--- src/rtl/ex_mdu_iter_if.sv ---
// Handshake and operand bundle between the Execute stage and the iterative MDU.
interface ex_mdu_iter_if #(
  parameter int XLEN = 32
);
  logic            s_start_i;
  logic            s_flush_i;
  logic            s_stall_i;
  logic [2:0]      s_function_i;
  logic [XLEN-1:0] s_operand1_i;
  logic [XLEN-1:0] s_operand2_i;
  logic            s_busy_o;
  logic            s_finished_o;
  logic [XLEN-1:0] s_result_o;

  modport master (
    output s_start_i, s_flush_i, s_stall_i, s_function_i, s_operand1_i, s_operand2_i,
    input  s_busy_o, s_finished_o, s_result_o
  );

  modport slave (
    input  s_start_i, s_flush_i, s_stall_i, s_function_i, s_operand1_i, s_operand2_i,
    output s_busy_o, s_finished_o, s_result_o
  );
endinterface

--- src/rtl/ex_mdu_iter.sv ---
// Iterative RV32M multiply/divide unit. Shift-add multiply and restoring
// divide on operand magnitudes, BPC bits per cycle; sign fix-up is folded
// into the result register load so the output is purely registered.
// Divide-by-zero and signed overflow bypass the iteration entirely.
module ex_mdu_iter #(
  parameter int XLEN = 32,
  parameter int BPC  = 1
) (
  input logic         s_clk_i,
  input logic         s_reset_i,
  ex_mdu_iter_if.slave mdu
);
  localparam int N  = XLEN / BPC;
  localparam int CW = $clog2(N);

  localparam logic [2:0] F_MUL = 3'd0, F_MULH = 3'd1, F_MULHSU = 3'd2, F_MULHU = 3'd3,
                         F_DIV = 3'd4, F_DIVU = 3'd5, F_REM = 3'd6, F_REMU = 3'd7;

  generate
    if ((XLEN % 2) != 0 || XLEN < 8 || !(BPC == 1 || BPC == 2 || BPC == 4) || (XLEN % BPC) != 0)
      begin : g_bad_params
        $error("ex_mdu_iter: unsupported XLEN/BPC combination");
      end
  endgenerate

  typedef enum logic [1:0] {IDLE, CALC, DONE} state_t;
  state_t state, state_nxt;

  logic [2*XLEN-1:0] acc;    // mul: {partial sum, multiplier}; div: low half is quotient
  logic [XLEN-1:0]   rem;    // divide partial remainder (always < divisor)
  logic [XLEN-1:0]   opb;    // multiplicand / divisor magnitude
  logic [2:0]        func_q;
  logic              neg_p;  // negate product / quotient
  logic              neg_r;  // negate remainder
  logic [CW-1:0]     cnt;
  logic [XLEN-1:0]   res_q;

  // entry decode: signedness, magnitudes and the single-cycle special cases
  logic            sgn_a, sgn_b, div_zero, div_ovf, special;
  logic [XLEN-1:0] mag_a, mag_b, spec_res;
  logic [2:0]      fn;
  logic [XLEN-1:0] op1, op2;

  assign fn  = mdu.s_function_i;
  assign op1 = mdu.s_operand1_i;
  assign op2 = mdu.s_operand2_i;

  // operand conditioning and special-case result for the IDLE start
  always_comb begin
    sgn_a    = (fn == F_MULH || fn == F_MULHSU || fn == F_DIV || fn == F_REM) && op1[XLEN-1];
    sgn_b    = (fn == F_MULH || fn == F_DIV || fn == F_REM) && op2[XLEN-1];
    mag_a    = sgn_a ? -op1 : op1;
    mag_b    = sgn_b ? -op2 : op2;
    div_zero = (op2 == '0);
    div_ovf  = (fn == F_DIV || fn == F_REM) && (op1 == {1'b1, {(XLEN-1){1'b0}}}) && (op2 == '1);
    special  = fn[2] && (div_zero || div_ovf);
    if (fn[1]) spec_res = div_zero ? op1 : '0;
    else       spec_res = div_zero ? '1 : {1'b1, {(XLEN-1){1'b0}}};
  end

  // one iteration's worth of BPC multiply and divide steps, plus final result
  logic [2*XLEN-1:0] m_acc, prod;
  logic [XLEN:0]     m_sum, d_sh, d_trial;
  logic [XLEN-1:0]   d_rem, d_quo, quo, rmd, calc_res;

  always_comb begin
    m_acc = acc;
    m_sum = '0;
    for (int i = 0; i < BPC; i++) begin
      m_sum = {1'b0, m_acc[2*XLEN-1:XLEN]} + (m_acc[0] ? {1'b0, opb} : {(XLEN+1){1'b0}});
      m_acc = {m_sum, m_acc[XLEN-1:1]};
    end
    d_rem   = rem;
    d_quo   = acc[XLEN-1:0];
    d_sh    = '0;
    d_trial = '0;
    for (int i = 0; i < BPC; i++) begin
      d_sh    = {d_rem, d_quo[XLEN-1]};
      d_trial = d_sh - {1'b0, opb};
      d_quo   = {d_quo[XLEN-2:0], ~d_trial[XLEN]};
      d_rem   = d_trial[XLEN] ? d_sh[XLEN-1:0] : d_trial[XLEN-1:0];
    end
    prod = neg_p ? -m_acc : m_acc;
    quo  = neg_p ? -d_quo : d_quo;
    rmd  = neg_r ? -d_rem : d_rem;
    case (func_q)
      F_MUL:                    calc_res = prod[XLEN-1:0];
      F_MULH, F_MULHSU, F_MULHU: calc_res = prod[2*XLEN-1:XLEN];
      F_DIV, F_DIVU:            calc_res = quo;
      default:                  calc_res = rmd;
    endcase
  end

  // state register
  always_ff @(posedge s_clk_i or posedge s_reset_i) begin
    if (s_reset_i) state <= IDLE;
    else           state <= state_nxt;
  end

  // next-state logic; flush dominates everything
  always_comb begin
    state_nxt = state;
    case (state)
      IDLE: if (mdu.s_start_i) state_nxt = special ? DONE : CALC;
      CALC: if (cnt == CW'(N-1)) state_nxt = DONE;
      DONE: if (!mdu.s_stall_i) state_nxt = IDLE;
      default: state_nxt = IDLE;
    endcase
    if (mdu.s_flush_i) state_nxt = IDLE;
  end

  // datapath registers: operand latch, iteration, result load/clear
  always_ff @(posedge s_clk_i or posedge s_reset_i) begin
    if (s_reset_i) begin
      acc <= '0; rem <= '0; opb <= '0; func_q <= '0;
      neg_p <= 1'b0; neg_r <= 1'b0; cnt <= '0; res_q <= '0;
    end else if (mdu.s_flush_i) begin
      cnt   <= '0;
      res_q <= '0;
    end else begin
      case (state)
        IDLE: if (mdu.s_start_i) begin
          if (special) res_q <= spec_res;
          else begin
            acc    <= {{XLEN{1'b0}}, mag_a};
            rem    <= '0;
            opb    <= mag_b;
            func_q <= fn;
            neg_p  <= sgn_a ^ sgn_b;
            neg_r  <= sgn_a;
            cnt    <= '0;
          end
        end
        CALC: begin
          acc <= func_q[2] ? {acc[2*XLEN-1:XLEN], d_quo} : m_acc;
          rem <= d_rem;
          cnt <= cnt + 1'b1;
          if (cnt == CW'(N-1)) res_q <= calc_res;
        end
        DONE: if (!mdu.s_stall_i) res_q <= '0;
        default: ;
      endcase
    end
  end

  assign mdu.s_busy_o     = (state == CALC);
  assign mdu.s_finished_o = (state == DONE);
  assign mdu.s_result_o   = res_q;
endmodule

--- src/flat_wrapper.sv ---
// flat-port wrapper written by rule: the top's interface ports become plain ports
module ex_mdu_iter_flat 
#(
  parameter int XLEN = 32,
  parameter int BPC  = 1
)
  (s_clk_i, s_reset_i, mdu_s_start_i, mdu_s_flush_i, mdu_s_stall_i, mdu_s_function_i, mdu_s_operand1_i, mdu_s_operand2_i, mdu_s_busy_o, mdu_s_finished_o, mdu_s_result_o);
  ex_mdu_iter_if #(.XLEN(XLEN)) mdu_i ();
  input logic s_clk_i;
  input logic s_reset_i;
  input wire logic [$bits(mdu_i.s_start_i)-1:0] mdu_s_start_i;
  input wire logic [$bits(mdu_i.s_flush_i)-1:0] mdu_s_flush_i;
  input wire logic [$bits(mdu_i.s_stall_i)-1:0] mdu_s_stall_i;
  input wire logic [$bits(mdu_i.s_function_i)-1:0] mdu_s_function_i;
  input wire logic [$bits(mdu_i.s_operand1_i)-1:0] mdu_s_operand1_i;
  input wire logic [$bits(mdu_i.s_operand2_i)-1:0] mdu_s_operand2_i;
  output wire logic [$bits(mdu_i.s_busy_o)-1:0] mdu_s_busy_o;
  output wire logic [$bits(mdu_i.s_finished_o)-1:0] mdu_s_finished_o;
  output wire logic [$bits(mdu_i.s_result_o)-1:0] mdu_s_result_o;
  assign mdu_i.s_start_i = mdu_s_start_i;
  assign mdu_i.s_flush_i = mdu_s_flush_i;
  assign mdu_i.s_stall_i = mdu_s_stall_i;
  assign mdu_i.s_function_i = mdu_s_function_i;
  assign mdu_i.s_operand1_i = mdu_s_operand1_i;
  assign mdu_i.s_operand2_i = mdu_s_operand2_i;
  assign mdu_s_busy_o = mdu_i.s_busy_o;
  assign mdu_s_finished_o = mdu_i.s_finished_o;
  assign mdu_s_result_o = mdu_i.s_result_o;
  ex_mdu_iter #(.XLEN(XLEN), .BPC(BPC)) u_core (.s_clk_i(s_clk_i), .s_reset_i(s_reset_i), .mdu(mdu_i));
endmodule
--- config.mk ---
export PLATFORM = sky130hd
export DESIGN_NAME = ex_mdu_iter_flat
export DESIGN_NICKNAME = d
export VERILOG_FILES = /design/src/rtl/ex_mdu_iter_if.sv /design/src/rtl/ex_mdu_iter.sv /design/src/flat_wrapper.sv
export SDC_FILE = /design/constraint.sdc
export NUM_CORES = 1
export LEC_CHECK = 0
export ABC_CLOCK_PERIOD_IN_PS = 5300
export CAP_MARGIN = 15
export CELL_PAD_IN_SITES_DETAIL_PLACEMENT = 0
export CELL_PAD_IN_SITES_GLOBAL_PLACEMENT = 2
export CORE_MARGIN = 8
export CORE_UTILIZATION = 34
export DETAILED_ROUTE_END_ITERATION = 10
export DONT_BUFFER_PORTS = 1
export PLACE_DENSITY_LB_ADDON = 0.1
export SYNTH_ARGS = -nofsm -noshare
export SYNTH_HDL_FRONTEND = slang
export SYNTH_SLANG_ARGS = --single-unit
--- constraint.sdc ---
create_clock -name s_clk_i -period 5.3 [get_ports s_clk_i]
set_input_delay 0.53 -clock s_clk_i [delete_from_list [all_inputs] [get_ports s_clk_i]]
set_output_delay 0.53 -clock s_clk_i [all_outputs]
set_load 0.02 [all_outputs]
==> flow_results.org, run 1 <==
** Run status
- Status :: complete, but fails checks
- The final reports fail on hold timing.

** Detailed routing
- Routed wire per std cell :: 26.6 um
- DRT antenna net count :: 0
- Total met2 wirelength after detailed routing :: 37.2 mm
- Post-Route WL :: 79.7 mm
- Violation count after the first detailed-routing iteration :: 1,689
- In the final routing, the length of wire on met1 measures 35.7 mm.
- After detailed routing, no signal wire sits above met5.
- The first TritonRoute pass finished after 6 iterations.
- Routed vias :: 18,200
- After detailed routing, the number of vias per cell comes to 6.07.
- For this run, design rule violations remaining after detail routing come to 0.
- Met3 Wirelength :: 4.46 mm

** Power and ir drop
- IR analysis of the VDD net gives a maximum drop of 0.296 mV.
- The clock network burns 12.1% of the power.
- Combinational cells account for 67.0% of the total power.
- Net switching is 56.0% of the power.
- In this run the power density over the cells is 579 mW/mm2.
- Of the total power, registers draw 20.9%.
- In this run the power spent charging and discharging nets is 0.00626 W.
- In this run the static leakage power is 7.87 nW.
- Cell internal pwr :: 0.00492 W

** Worst setup path
- Largest fanout on the critical path :: 31
- Data arrival time of the critical path :: 5460 ps
- Path type of the worst setup path :: reg -> reg
- The worst setup path is captured at a flop.
- Cells on worst reg2reg path :: 15
- The worst setup path is launched from a flop.
- Data on the critical path is required at its endpoint by 5730 ps.

** Clock network
- After clock tree synthesis, the flow added hold-fix buffers numbering 0.
- In this run the post-CTS setup repair buffer count came out at 0.
- CTS clk-pin slew, worst paths :: 80 ps
- The tree built by TritonCTS fans out to 172 sinks.
- Counting along the longest clock path gives a buffer depth of 2.
- Clock latency on the worst-skew pair, taken at its later pin, is 520 ps.
- The H-tree generated during clock tree synthesis spans 4 levels.
- CTS tree :: done
- The number of clock buffers added by TritonCTS is 17.
- CTS root buffer :: sky130_fd_sc_hd__clkbuf_16

** Synthesis
- Netlist cell types :: 98
- By instance count, the leading cell after synthesis is sky130_fd_sc_hd__nand2_1.
- Share of synthesized area occupied by flip-flops and latches :: 24.2%
- The synthesized design spends more area on one cell type than any other, namely sky130_fd_sc_hd__dfrtp_1.
- Main flop type after synthesis :: sky130_fd_sc_hd__dfrtp_1
- After synthesis, the largest area contributor takes up 24.2% of total cell area.
- Post-Synthesis Net Count :: 2,517
- The cell area that synthesis handed to floorplanning was 0.0178 mm2.
- Total of warnings raised by yosys :: 0
- In the synthesized netlist, the cells that appear most often are 319 x sky130_fd_sc_hd__nand2_1, 256 x sky130_fd_sc_hd__o21ai_0, 172 x sky130_fd_sc_hd__dfrtp_1, 172 x sky130_fd_sc_hd__nor2_1, 145 x sky130_fd_sc_hd__a21oi_1.
- Each instance of the synthesized netlist takes up on average 7.50 um2.
- Top cells by area in the synthesized netlist :: sky130_fd_sc_hd__dfrtp_1 24%, sky130_fd_sc_hd__o21ai_0 7.2%, sky130_fd_sc_hd__nand2_1 6.7%
- In the synthesized netlist the async set-or-reset flop fraction comes to 100%.
- Counting flops with a built-in enable in the synthesized netlist gives 0.
- Number of flip-flops and latches in the synthesized netlist :: 172
- Post-Synthesis Cells :: 2,368

** Global routing
- The first global-routing pass estimated 118 mm of wire.
- Via count of the first global-routing pass :: 17,500
- Summed over all layers, the global routing overflow is 0.
- Maximum number of pins on one net before global-route repair :: 91
- Initial antenna violation count :: 1
- For this run, the total global-route usage over all layers was measured as 26.1%.

** Floorplanning
- Placement row count :: 83
- In this run the vertical extent of the chip is 245 um.
- Area of the placeable core :: 0.0515 mm2
- Once the floorplan was initialized, standard cells occupied 34.5% of the core.
- In this run the count of I/O pins placed on the die edge is 106.
- The floorplan step defined a die boundary enclosing 0.0598 mm2.
- Chip width :: 245 um

** Final layout
- In the final design database the tool counted 2,452 nets.
- Final instance area :: 0.0193 mm2
- From synthesis to final layout, the design area changed by 8.66%.
- The post-route netlist has 8.81% of its cells at a drive strength greater than 1.
- Fill cells in the final layout number 5,514.

** Timing
- Setup repair after global routing missed its margin :: no
- Total negative slack for setup checks :: 0 ps
- Measured against its own limit, the worst slew margin works out to 22.8%.
- Dividing the final minimum period by the clock period gives 95.0%.
- At the pin with the least slew margin, the transition time is 1160 ps.
- Max Fclk :: 0.199 GHz
- The tightest hold path in the finished design has a slack of -39.6 ps.
- For the finished layout, the period the worst path requires is 5030 ps.
- The number of slew-limit violations in the final report was 0.
- The clock arrives with 15.3 ps of skew.
- The final-report hold violation count was 30.
- Final-report setup violation count :: 0

** Placed design
- At the end of routability-driven placement, the weighted congestion stood at 0.936.
- Dpl hpwl :: 62.6 mm
- Input/output buffers :: 0
- Area after detailed placement :: 0.0187 mm2

** Hold path
- In this run the worst hold path is classified as in -> async.

** Run
- Max Cap Violations :: 0
cell usage in the layout, fill, tap and decap left out, types with 20 or more instances in the layout:
cell type                  instances
sky130_fd_sc_hd__a31oi_1          20
sky130_fd_sc_hd__or3_1            27
sky130_fd_sc_hd__and2_1           27
sky130_fd_sc_hd__a22o_1           31
sky130_fd_sc_hd__nand2_1         319
sky130_fd_sc_hd__nand4_1          28
sky130_fd_sc_hd__inv_1            63
sky130_fd_sc_hd__o211ai_1         31
sky130_fd_sc_hd__dfrtp_1         170
sky130_fd_sc_hd__nor2_1          168
sky130_fd_sc_hd__nand3_1          62
sky130_fd_sc_hd__buf_4            85
sky130_fd_sc_hd__xnor2_1         134
sky130_fd_sc_hd__xor2_1           69
sky130_fd_sc_hd__a21o_1           26
sky130_fd_sc_hd__o21ai_0         255
sky130_fd_sc_hd__nor3_1           49
sky130_fd_sc_hd__o31ai_1          66
sky130_fd_sc_hd__ha_1             74
sky130_fd_sc_hd__nor4_1           20
sky130_fd_sc_hd__a21oi_1         144
sky130_fd_sc_hd__mux2i_1          56
registers in the layout (all words and copies together) (netlist names):
name	flops
u_core.func_q	3
u_core.state	2
u_core.cnt	5
u_core.opb	32
u_core.mdu.s_result_o	32
u_core.acc	64
u_core.neg_p	1
u_core.rem	32
u_core.neg_r	1
timing repair:
item                                    4_1_cts  5_1_grt
gates cloned                                  0        0
endpoints found under the setup margin        2        8
gates resized for setup                       1        9
path summary, 6_finish.rpt:
| kind | from | end | slack (ps) |
|---|---|---|---|
| setup / recovery | u_core.acc[0]$_DFFE_PP0P_ | u_core.mdu.s_result_o[17]$_DFFE_PP0P_ | 270 |
| hold / removal | s_reset_i | u_core.acc[30]$_DFFE_PP0P_ | -40 |
| setup reg to reg | u_core.acc[0]$_DFFE_PP0P_ | u_core.mdu.s_result_o[17]$_DFFE_PP0P_ | 270 |
| hold reg to reg | u_core.acc[53]$_DFFE_PP0P_ | u_core.acc[53]$_DFFE_PP0P_ | 510 |
| max in group asynchronous | s_reset_i | u_core.acc[12]$_DFFE_PP0P_ | 4140 |
| min in group s_clk_i | mdu_s_flush_i | u_core.cnt[0]$_DFFE_PP0P_ | 80 |
cell type report:
cell class / count / area (um2) / area share (%)
sequential: 172 / 4310 / 22.3
antenna: 1 / 2.50 / 0.0130
tap: 680 / 851 / 4.41
clock buffer: 17 / 425 / 2.20
timing repair buffer: 87 / 678 / 3.51
inverter: 64 / 248 / 1.28
clock inverter: 15 / 150 / 0.778
multi-input combinational: 1961 / 12600 / 65.5
routing by layer:
metal	global-route usage [%]	vias to the layer above
li1	-	8554
met1	34.8	8924
met2	42.8	605
met3	4.03	96
met4	8.48	2
met5	0	-
worst max-delay path: stages (launching register included):
cell                       delay [ps]
sky130_fd_sc_hd__dfrtp_1          390
sky130_fd_sc_hd__inv_1            100
sky130_fd_sc_hd__buf_12           170
sky130_fd_sc_hd__nor2_1           390
sky130_fd_sc_hd__ha_1             330
sky130_fd_sc_hd__a211oi_2         310
sky130_fd_sc_hd__o211ai_2         230
sky130_fd_sc_hd__a31oi_2          450
sky130_fd_sc_hd__xnor2_1          290
sky130_fd_sc_hd__or2_2            410
sky130_fd_sc_hd__or4_4            540
sky130_fd_sc_hd__or3_4            440
sky130_fd_sc_hd__nand2_1          100
sky130_fd_sc_hd__xor2_1           360
sky130_fd_sc_hd__a21oi_1          210
sky130_fd_sc_hd__o211ai_1         210
power groups by stage:
stage	Clock, W	Sequential, W	Combinational, W
floorplan	0	0.00193	0.00516
global placement	0	0.00235	0.00732
finish	0.00136	0.00234	0.00749
CTS	0.00139	0.00233	0.00735
detailed placement	0	0.00236	0.00731
global route	0.00142	0.00239	0.00809
stage by stage:
stage | worst slack [ps] | total power [W] | util (%) | cells
6_report | 267 | 0.0112 | 37.5 | 2997
4_1_cts | 87.8 | 0.0111 | 37.4 | 2995
2_1_floorplan | 110 | 0.00709 | - | 2368
3_5_place_dp | 53.6 | 0.00967 | 36.3 | 2963
3_3_place_gp | 133 | 0.00966 | 36.3 | 2963
5_1_grt | 26.8 | 0.0119 | 37.5 | 2996
cell families (layout without fill, tap and decap cells):
kind of cell    count (synthesis)  in the layout  share of synthesized area [%]
flops                         172            172                           24.2
mux                            68             68                           3.92
xor+xnor                      203            203                           10.0
simple gates                  824            824                           22.2
fa+ha+maj                      77             77                           5.51
buf+inv                       235            183                           5.23
other cells                     0              1                              0
compound gates                789            789                           28.9
Note: power is estimated with default switching activity, not from simulation.
==> run 2, diff against run 1 <==
Settings changed: RECOVER_POWER set to 50.
==> run 2 against run 1 <==
The flow finishes with violations (capacitance limit, slew limit); non-clock buffer count stayed put; sequential power hardly changed; largest cell class unchanged; critical path type unchanged; design area hardly changed.
==> flow_results.org, run 2 (same netlist as run 1, synthesis figures left out) <==
** Run status
- Status :: complete, but fails checks
- The checks that failed: capacitance limit, slew limit.

** Final layout
- Layout overhead on the synthesized area :: 8.59%
- Most used cells in the layout excluding fill and tap cells :: 319 x sky130_fd_sc_hd__nand2_1, 255 x sky130_fd_sc_hd__o21ai_0, 170 x sky130_fd_sc_hd__dfrtp_1
- Share of final-layout standard cells stronger than drive strength 1 :: 8.77%
- Flip-flop count of the largest register, all copies and words added :: 64
- Net count of the finished layout :: 2,452
- Final instance count without filler cells :: 2,997
- The register with the most flip-flops in the final layout is u_core.acc.
- Fill cells in the final layout number 5,512.
- Area of combinational cells with multiple inputs :: 0.0126 mm2
- Area taken by flip-flops and latches :: 0.00431 mm2
- Leading cell type in the layout, fill and taps excluded :: sky130_fd_sc_hd__nand2_1

** Floorplanning
- Chip width :: 245 um
- For this configuration, the core starts out at a cell density of 34.5%.
- During I/O placement, the number of pins put on the boundary was 106.
- Die Height :: 245 um
- Area of the placeable core :: 0.0515 mm2
- The die covers 0.0598 mm2.
- The floorplan has 83 rows.

** Timing
- The final critical path takes up 94.9% of the cycle.
- Clock skew on the completed layout was measured at 15.0 ps.
- Based on the critical path, the design can be clocked at up to 0.199 GHz.
- Setup violations remaining at the end of the flow were counted as 0.
- For the final routed database, the setup TNS stands at 0 ps.
- Setup repair after global routing left no endpoint under its margin.
- Hold Vio Cnt, Final :: 0
- Measured against its own limit, the worst slew margin works out to -161%.
- The number of slew-limit violations in the final report is 91.
- Shortest period the worst path allows :: 5030 ps
- At the pin with the least slew margin, the transition time is 3910 ps.

** Worst setup path
- Data on the critical path is required at its endpoint by 5720 ps.
- Element type at the critical path end :: flop
- The worst setup path is launched from a flop.
- Largest fanout on the critical path :: 31
- For the worst setup path, the data arrival time is 5450 ps.
- Path type of the worst setup path :: reg -> reg

** Detailed routing
- DRT antenna net count :: 0
- In the routed layout, each cell is associated on average with a via count of 6.06.
- Post-route DRC violation count :: 0
- Summed over all layers, the routed wires come to 79.7 mm.
- Routed vias :: 18,200
- Violation count after the first detailed-routing iteration :: 1,671
- After detailed routing, the average wire length per cell comes to 26.6 um.
- The first detailed-routing pass took 6 iterations.

** Clock network
- The later pin in the worst-skew pair is clocked with a latency of 520 ps.
- Clock sink total :: 172
- CTS clk-pin slew, worst paths :: 80 ps
- CTS buffer count :: 17
- Setup repair bufs after CTS :: 0
- Total of hold buffers inserted after clock tree synthesis :: 0
- CTS root buffer :: sky130_fd_sc_hd__clkbuf_16
- CTS tree :: done
- In this run the deepest clock path goes through 2 buffers.
- The H-tree was split into 4 levels.

** Global routing
- Global-route wire length before repair :: 118 mm
- For met3 alone, demand over resource in global routing was 4.03%.
- Met1 track utilization from global routing :: 34.8%
- Initial antenna violation count :: 1
- In the global route stage, overall resource usage came out at 26.1%.
- Global routing used 42.8% of the available met2 tracks.
- The number of global-route vias before repair is 17,500.
- Maximum number of pins on one net before global-route repair :: 91
- Routing layer with the top usage in global route :: met2
- Congestion Overflow GR :: 0

** Hold path
- The worst hold path belongs to the class in -> reg.

** Power and ir drop
- Peak supply drop :: 0.294 mV
- Static power due to leakage :: 7.87 nW
- Dividing total power by cell area gives a power density of 579 mW/mm2.

** Placed design
- Counting tap cells, the placed design contains a total of 2,963 instances.
- Port buffering added 0 buffers.
- At the end of routability-driven placement, the weighted congestion stood at 0.936.
- Dpl hpwl :: 62.6 mm

** Run
- Across the run, the number of max-cap violations was 1.
[run 2: metal layers]
metal | share of wire [%] | vias up
met1 | 45 | 8909
li1 | - | 8551
met5 | 0.016 | -
met3 | 5.4 | 96
met2 | 47 | 593
met4 | 3.0 | 2
[run 2: layout make-up]
class	count	area share (%)
antenna	1	0.0130
clock buffer	17	2.20
clock inverter	15	0.778
inverter	64	1.25
multi-input combinational	1961	65.5
sequential	172	22.3
tap	680	4.41
timing repair buffer	87	3.49
[run 2: worst max-delay path: stages (launching register included)]
cell                       delay, ps
sky130_fd_sc_hd__dfrtp_1         390
sky130_fd_sc_hd__inv_1           100
sky130_fd_sc_hd__buf_12          170
sky130_fd_sc_hd__nor2_1          390
sky130_fd_sc_hd__ha_1            330
sky130_fd_sc_hd__a211oi_2        310
sky130_fd_sc_hd__o211ai_2        230
sky130_fd_sc_hd__a31oi_2         450
sky130_fd_sc_hd__xnor2_1         290
sky130_fd_sc_hd__or2_2           410
sky130_fd_sc_hd__or4_4           540
sky130_fd_sc_hd__or3_4           430
sky130_fd_sc_hd__nand2_1         100
sky130_fd_sc_hd__xor2_1          360
sky130_fd_sc_hd__a21oi_1         210
sky130_fd_sc_hd__o211ai_1        210
[run 2: through the flow]
stage / instance area [um2] / utilization, % / total power, W / setup slack (ps) / hold WS (ps)
global route: 19300 / 37.5 / 0.0119 / 26.8 / 59.2
floorplan: 17800 / - / 0.00709 / 110 / 456
global placement: 18700 / 36.3 / 0.00966 / 133 / 478
finish: 19300 / 37.5 / 0.0112 / 271 / 79.7
CTS: 19200 / 37.4 / 0.0111 / 87.8 / 3.45
detailed placement: 18700 / 36.3 / 0.00967 / 53.6 / 491
[run 2: worst paths after layout]
kind	startpoint	end	slack, ps	depth (start not counted)
min	mdu_s_flush_i	u_core.cnt[0]$_DFFE_PP0P_	80	1
min in group asynchronous	s_reset_i	u_core.acc[30]$_DFFE_PP0P_	1370	1
max reg2reg	u_core.acc[0]$_DFFE_PP0P_	u_core.mdu.s_result_o[17]$_DFFE_PP0P_	270	15
max	u_core.acc[0]$_DFFE_PP0P_	u_core.mdu.s_result_o[17]$_DFFE_PP0P_	270	15
min reg2reg	u_core.acc[53]$_DFFE_PP0P_	u_core.acc[53]$_DFFE_PP0P_	510	2
max in group asynchronous	s_reset_i	u_core.neg_p$_DFFE_PP0P_	1030	2
[run 2: repair_timing]
item	4_1_cts	5_1_grt
resized for setup	1	9
setup endpoints to repair	2	8
endpoints found under the hold margin	0	0
[run 2: power by group]
group          switching [W]  internal, W
combinational        0.00491      0.00258
clock               0.000694     0.000663
sequential          0.000658      0.00168
total                0.00626      0.00492
==> run 3, diff against run 2 <==
Settings changed: CAP_MARGIN 15 to 20, CORE_UTILIZATION 34 to 33, DONT_BUFFER_PORTS 1 to unset, SLEW_MARGIN set to 20.
==> run 3 against run 2 <==
The run still ends with capacitance limit, slew limit left; utilization up 0.94 points; count of clock-buffer cells in the layout up 1; largest cell class unchanged; register-to-register slack worse by 140 ps; via count up 3.5%.
==> flow_results.org, run 3 (same netlist as run 1, synthesis figures left out) <==
** Worst setup path
- Capturing element of the worst setup path :: u_core.mdu.s_result_o[29]$_DFFE_PP0P_
- In this run the number of cells on the critical path is 15.
- Data arrives at the worst endpoint at 5580 ps.
- The worst setup path is captured at a flop.
- The worst register-to-register path ends at u_core.mdu.s_result_o[29]$_DFFE_PP0P_.
- Counting both buffers and inverters, the worst setup path holds a total of 2.
- Largest stage delay, worst path :: 580 ps
- Critical path launch point :: u_core.acc[31]$_DFFE_PP0P_
- Traced cell by cell, the critical path runs through inv_1 > ha_1 > inv_1 > fa_1 > a211oi_1 > o21bai_1 > o21ai_0 > xnor2_1 > a2111oi_2 > nor3b_1 > a31oi_1 > or4_1 > mux2i_1 > o311ai_0 > o211ai_1.
- The startpoint identified for the worst register-to-register timing path is u_core.acc[31]$_DFFE_PP0P_.
- Cells on worst reg2reg path :: 15
- Flop-to-flop setup slack :: 130 ps
- Critical path's slowest cell :: sky130_fd_sc_hd__a2111oi_2
- Critical path startpoint category :: flop
- Path type of the worst setup path :: reg -> reg
- Top delay family on crit path :: compound AO/OA/AOI/OAI gates
- Largest fanout on the critical path :: 4
- Required time at the worst-slack endpoint :: 5710 ps
- In this design, the critical path's most frequently occurring cell is sky130_fd_sc_hd__inv_1.

** Timing
- Slew at the pin closest to its max-slew limit :: 2720 ps
- Final-report max-slew violation count :: 138
- Setup slack on the critical path of the routed design comes to 128 ps.
- Shortest period the worst path allows :: 5170 ps
- Hold Vio Cnt, Final :: 0
- Max Fclk :: 0.193 GHz
- Part of the cycle the worst path needs :: 97.6%
- Clock Skews :: 18.1 ps
- After routing, the total negative slack on setup checks comes to 0 ps.
- Measured against its own limit, the worst slew margin works out to -81.3%.
- Final-report setup violation count :: 0
- Setup repair after global routing left no endpoint under its margin.

** Clock network
- CTS buffer count :: 17
- Maximum clock path buffer count :: 2
- CTS root buffer :: sky130_fd_sc_hd__clkbuf_16
- Setup repair bufs after CTS :: 0
- Clock sink total :: 172
- CTS clk-pin slew, worst paths :: 80 ps
- TritonCTS built the clock tree.
- Clock latency of the later-clocked register in the worst-skew pair :: 510 ps
- H-tree level count :: 4
- For this design, the CTS-stage hold fixing added 0 buffers.

** Detailed routing
- The routed design has 80.9 mm of wire.
- The first detailed-routing pass ran for 6 iterations.
- Routed vias :: 18,800
- In the detailed route, the total length drawn on met3 is 4.33 mm.
- DRT antenna net count :: 0
- The detailed router used layers up to and including met5.
- Post-route DRC violation count :: 0
- The detailed router put a total of 37.4 mm of wire on met1.
- Vias per cell :: 5.99
- After detailed routing, the met2 layer carries 36.8 mm of wire.
- Dividing the detail-routed wire length by the instance count gives 25.8 um.
- The detailed router finished its first iteration with 1,663 violations.

** Placed design
- The congestion estimate from routability-driven global placement came to 0.905.
- The HPWL after detailed placement is 63.4 mm.
- Worst-case setup slack after placement :: -177 ps
- During placement, the flow inserted port buffers numbering 105.

** Run status
- The checks that failed: capacitance limit, slew limit.
- The flow ran to the end, but the final reports show violations.

** Floorplanning
- Measured along the x axis, the die boundary spans 248 um.
- The floorplan has 85 rows.
- Area of the placeable core :: 0.0535 mm2
- Die footprint :: 0.0615 mm2
- During I/O placement, the number of pins put on the boundary was 106.
- Initial core utilization :: 33.2%
- The die is 248 um tall.

** Final layout
- Area taken by flip-flops and latches :: 0.00431 mm2
- Relative to the synthesized area, the layout overhead comes to 15.6%.
- The register with the most flip-flops in the layout has 64 of them.
- Biggest register :: u_core.acc
- Leaving out fill and tap cells, the most frequent cell in the layout is sky130_fd_sc_hd__nand2_1.
- Area of combinational cells with multiple inputs :: 0.0126 mm2
- Fraction of the core area covered by cells at the end of the flow :: 38.4%
- In the final design database the tool counted 2,577 nets.
- Most used cells in the layout excluding fill and tap cells :: 319 x sky130_fd_sc_hd__nand2_1, 255 x sky130_fd_sc_hd__o21ai_0, 170 x sky130_fd_sc_hd__dfrtp_1
- 0 antenna diodes ended up in the layout.
- The post-route netlist has 9.10% of its cells at a drive strength greater than 1.
- The layout has 5,597 filler cells.

** Power and ir drop
- IR analysis of the VDD net gives a maximum drop of 0.350 mV.
- Net switching is 55.0% of the power.
- Portion of total power attributed to the clock network :: 11.7%
- Combinational cells account for 69.1% of the total power.
- The analysis attributes to net switching a power of 0.00630 W.
- Of the total power, registers draw 19.2%.
- Cell internal pwr :: 0.00515 W
- Ratio of total power to cell area :: 557 mW/mm2
- Static power due to leakage :: 8.43 nW

** Global routing
- Global routing finished with a remaining overflow of 0.
- The number of antenna violations at the first check in global routing is 3.
- The first global-routing pass estimated 120 mm of wire.
- The number of global-route vias before repair came to 17,900.
- Maximum number of pins on one net before global-route repair :: 107
- Total routing resource utilization after global routing :: 26.1%

** Hold path
- Class of the tightest hold or removal check :: reg -> reg
- Along the worst hold path, the cell count comes to 2.

** Run
- Max Cap Violations :: 2
run 3: what timing repair did:
item,CTS,global route
pin swaps,0,0
resized for setup,2,6
cloned,0,0
endpoints found under the setup margin,2,12
run 3: final cells by class:
class | instances | area share, %
tap | 696 | 4.24
timing repair buffer | 212 | 9.36
sequential | 172 | 21.0
clock buffer | 18 | 2.09
inverter | 64 | 1.19
clock inverter | 13 | 0.694
multi-input combinational | 1961 | 61.5
run 3: tightest hold or removal path, delay by kind of cell (launching register included):
kind / cells / cell delay [ps]
DFF: 1 / 340
AOI/OAI and AO/OA: 2 / 120
run 3: power by group through the flow:
stage	clock network (W)	logic, W	registers [W]
final	0.00134	0.00791	0.00219
after global routing	0.00140	0.00854	0.00224
after CTS	0.00137	0.00779	0.00218
after detailed placement	0	0.00775	0.00220
after global placement	0	0.00776	0.00220
after floorplan	0	0.00516	0.00193
run 3: worst min-delay path by stage:
stage / start / to / slack [ps]
finish: u_core.mdu.s_result_o[2]$_DFFE_PP0P_ / u_core.mdu.s_result_o[2]$_DFFE_PP0P_ / 500
global route: u_core.mdu.s_result_o[6]$_DFFE_PP0P_ / u_core.mdu.s_result_o[6]$_DFFE_PP0P_ / 530
CTS: u_core.mdu.s_result_o[6]$_DFFE_PP0P_ / u_core.mdu.s_result_o[6]$_DFFE_PP0P_ / 500
detailed placement: u_core.mdu.s_result_o[6]$_DFFE_PP0P_ / u_core.mdu.s_result_o[6]$_DFFE_PP0P_ / 490
global placement: u_core.mdu.s_result_o[11]$_DFFE_PP0P_ / u_core.mdu.s_result_o[11]$_DFFE_PP0P_ / 460
floorplan: u_core.acc[45]$_DFFE_PP0P_ / u_core.acc[45]$_DFFE_PP0P_ / 460
run 3: routing by layer:
metal / GRT usage [%] / up-vias
met5: 0 / -
met4: 8.81 / 2
met3: 3.78 / 98
met2: 41.4 / 627
met1: 36.1 / 9264
li1: - / 8788
run 3: through the flow:
step,hold slack [ps],power [W],instance area [um2],instances
floorplan,456,0.00709,17800,2368
global placement,463,0.00995,19900,3105
detailed placement,486,0.00995,19900,3105
CTS,502,0.0113,20500,3136
global route,526,0.0122,20500,3136
finish,495,0.0114,20500,3136
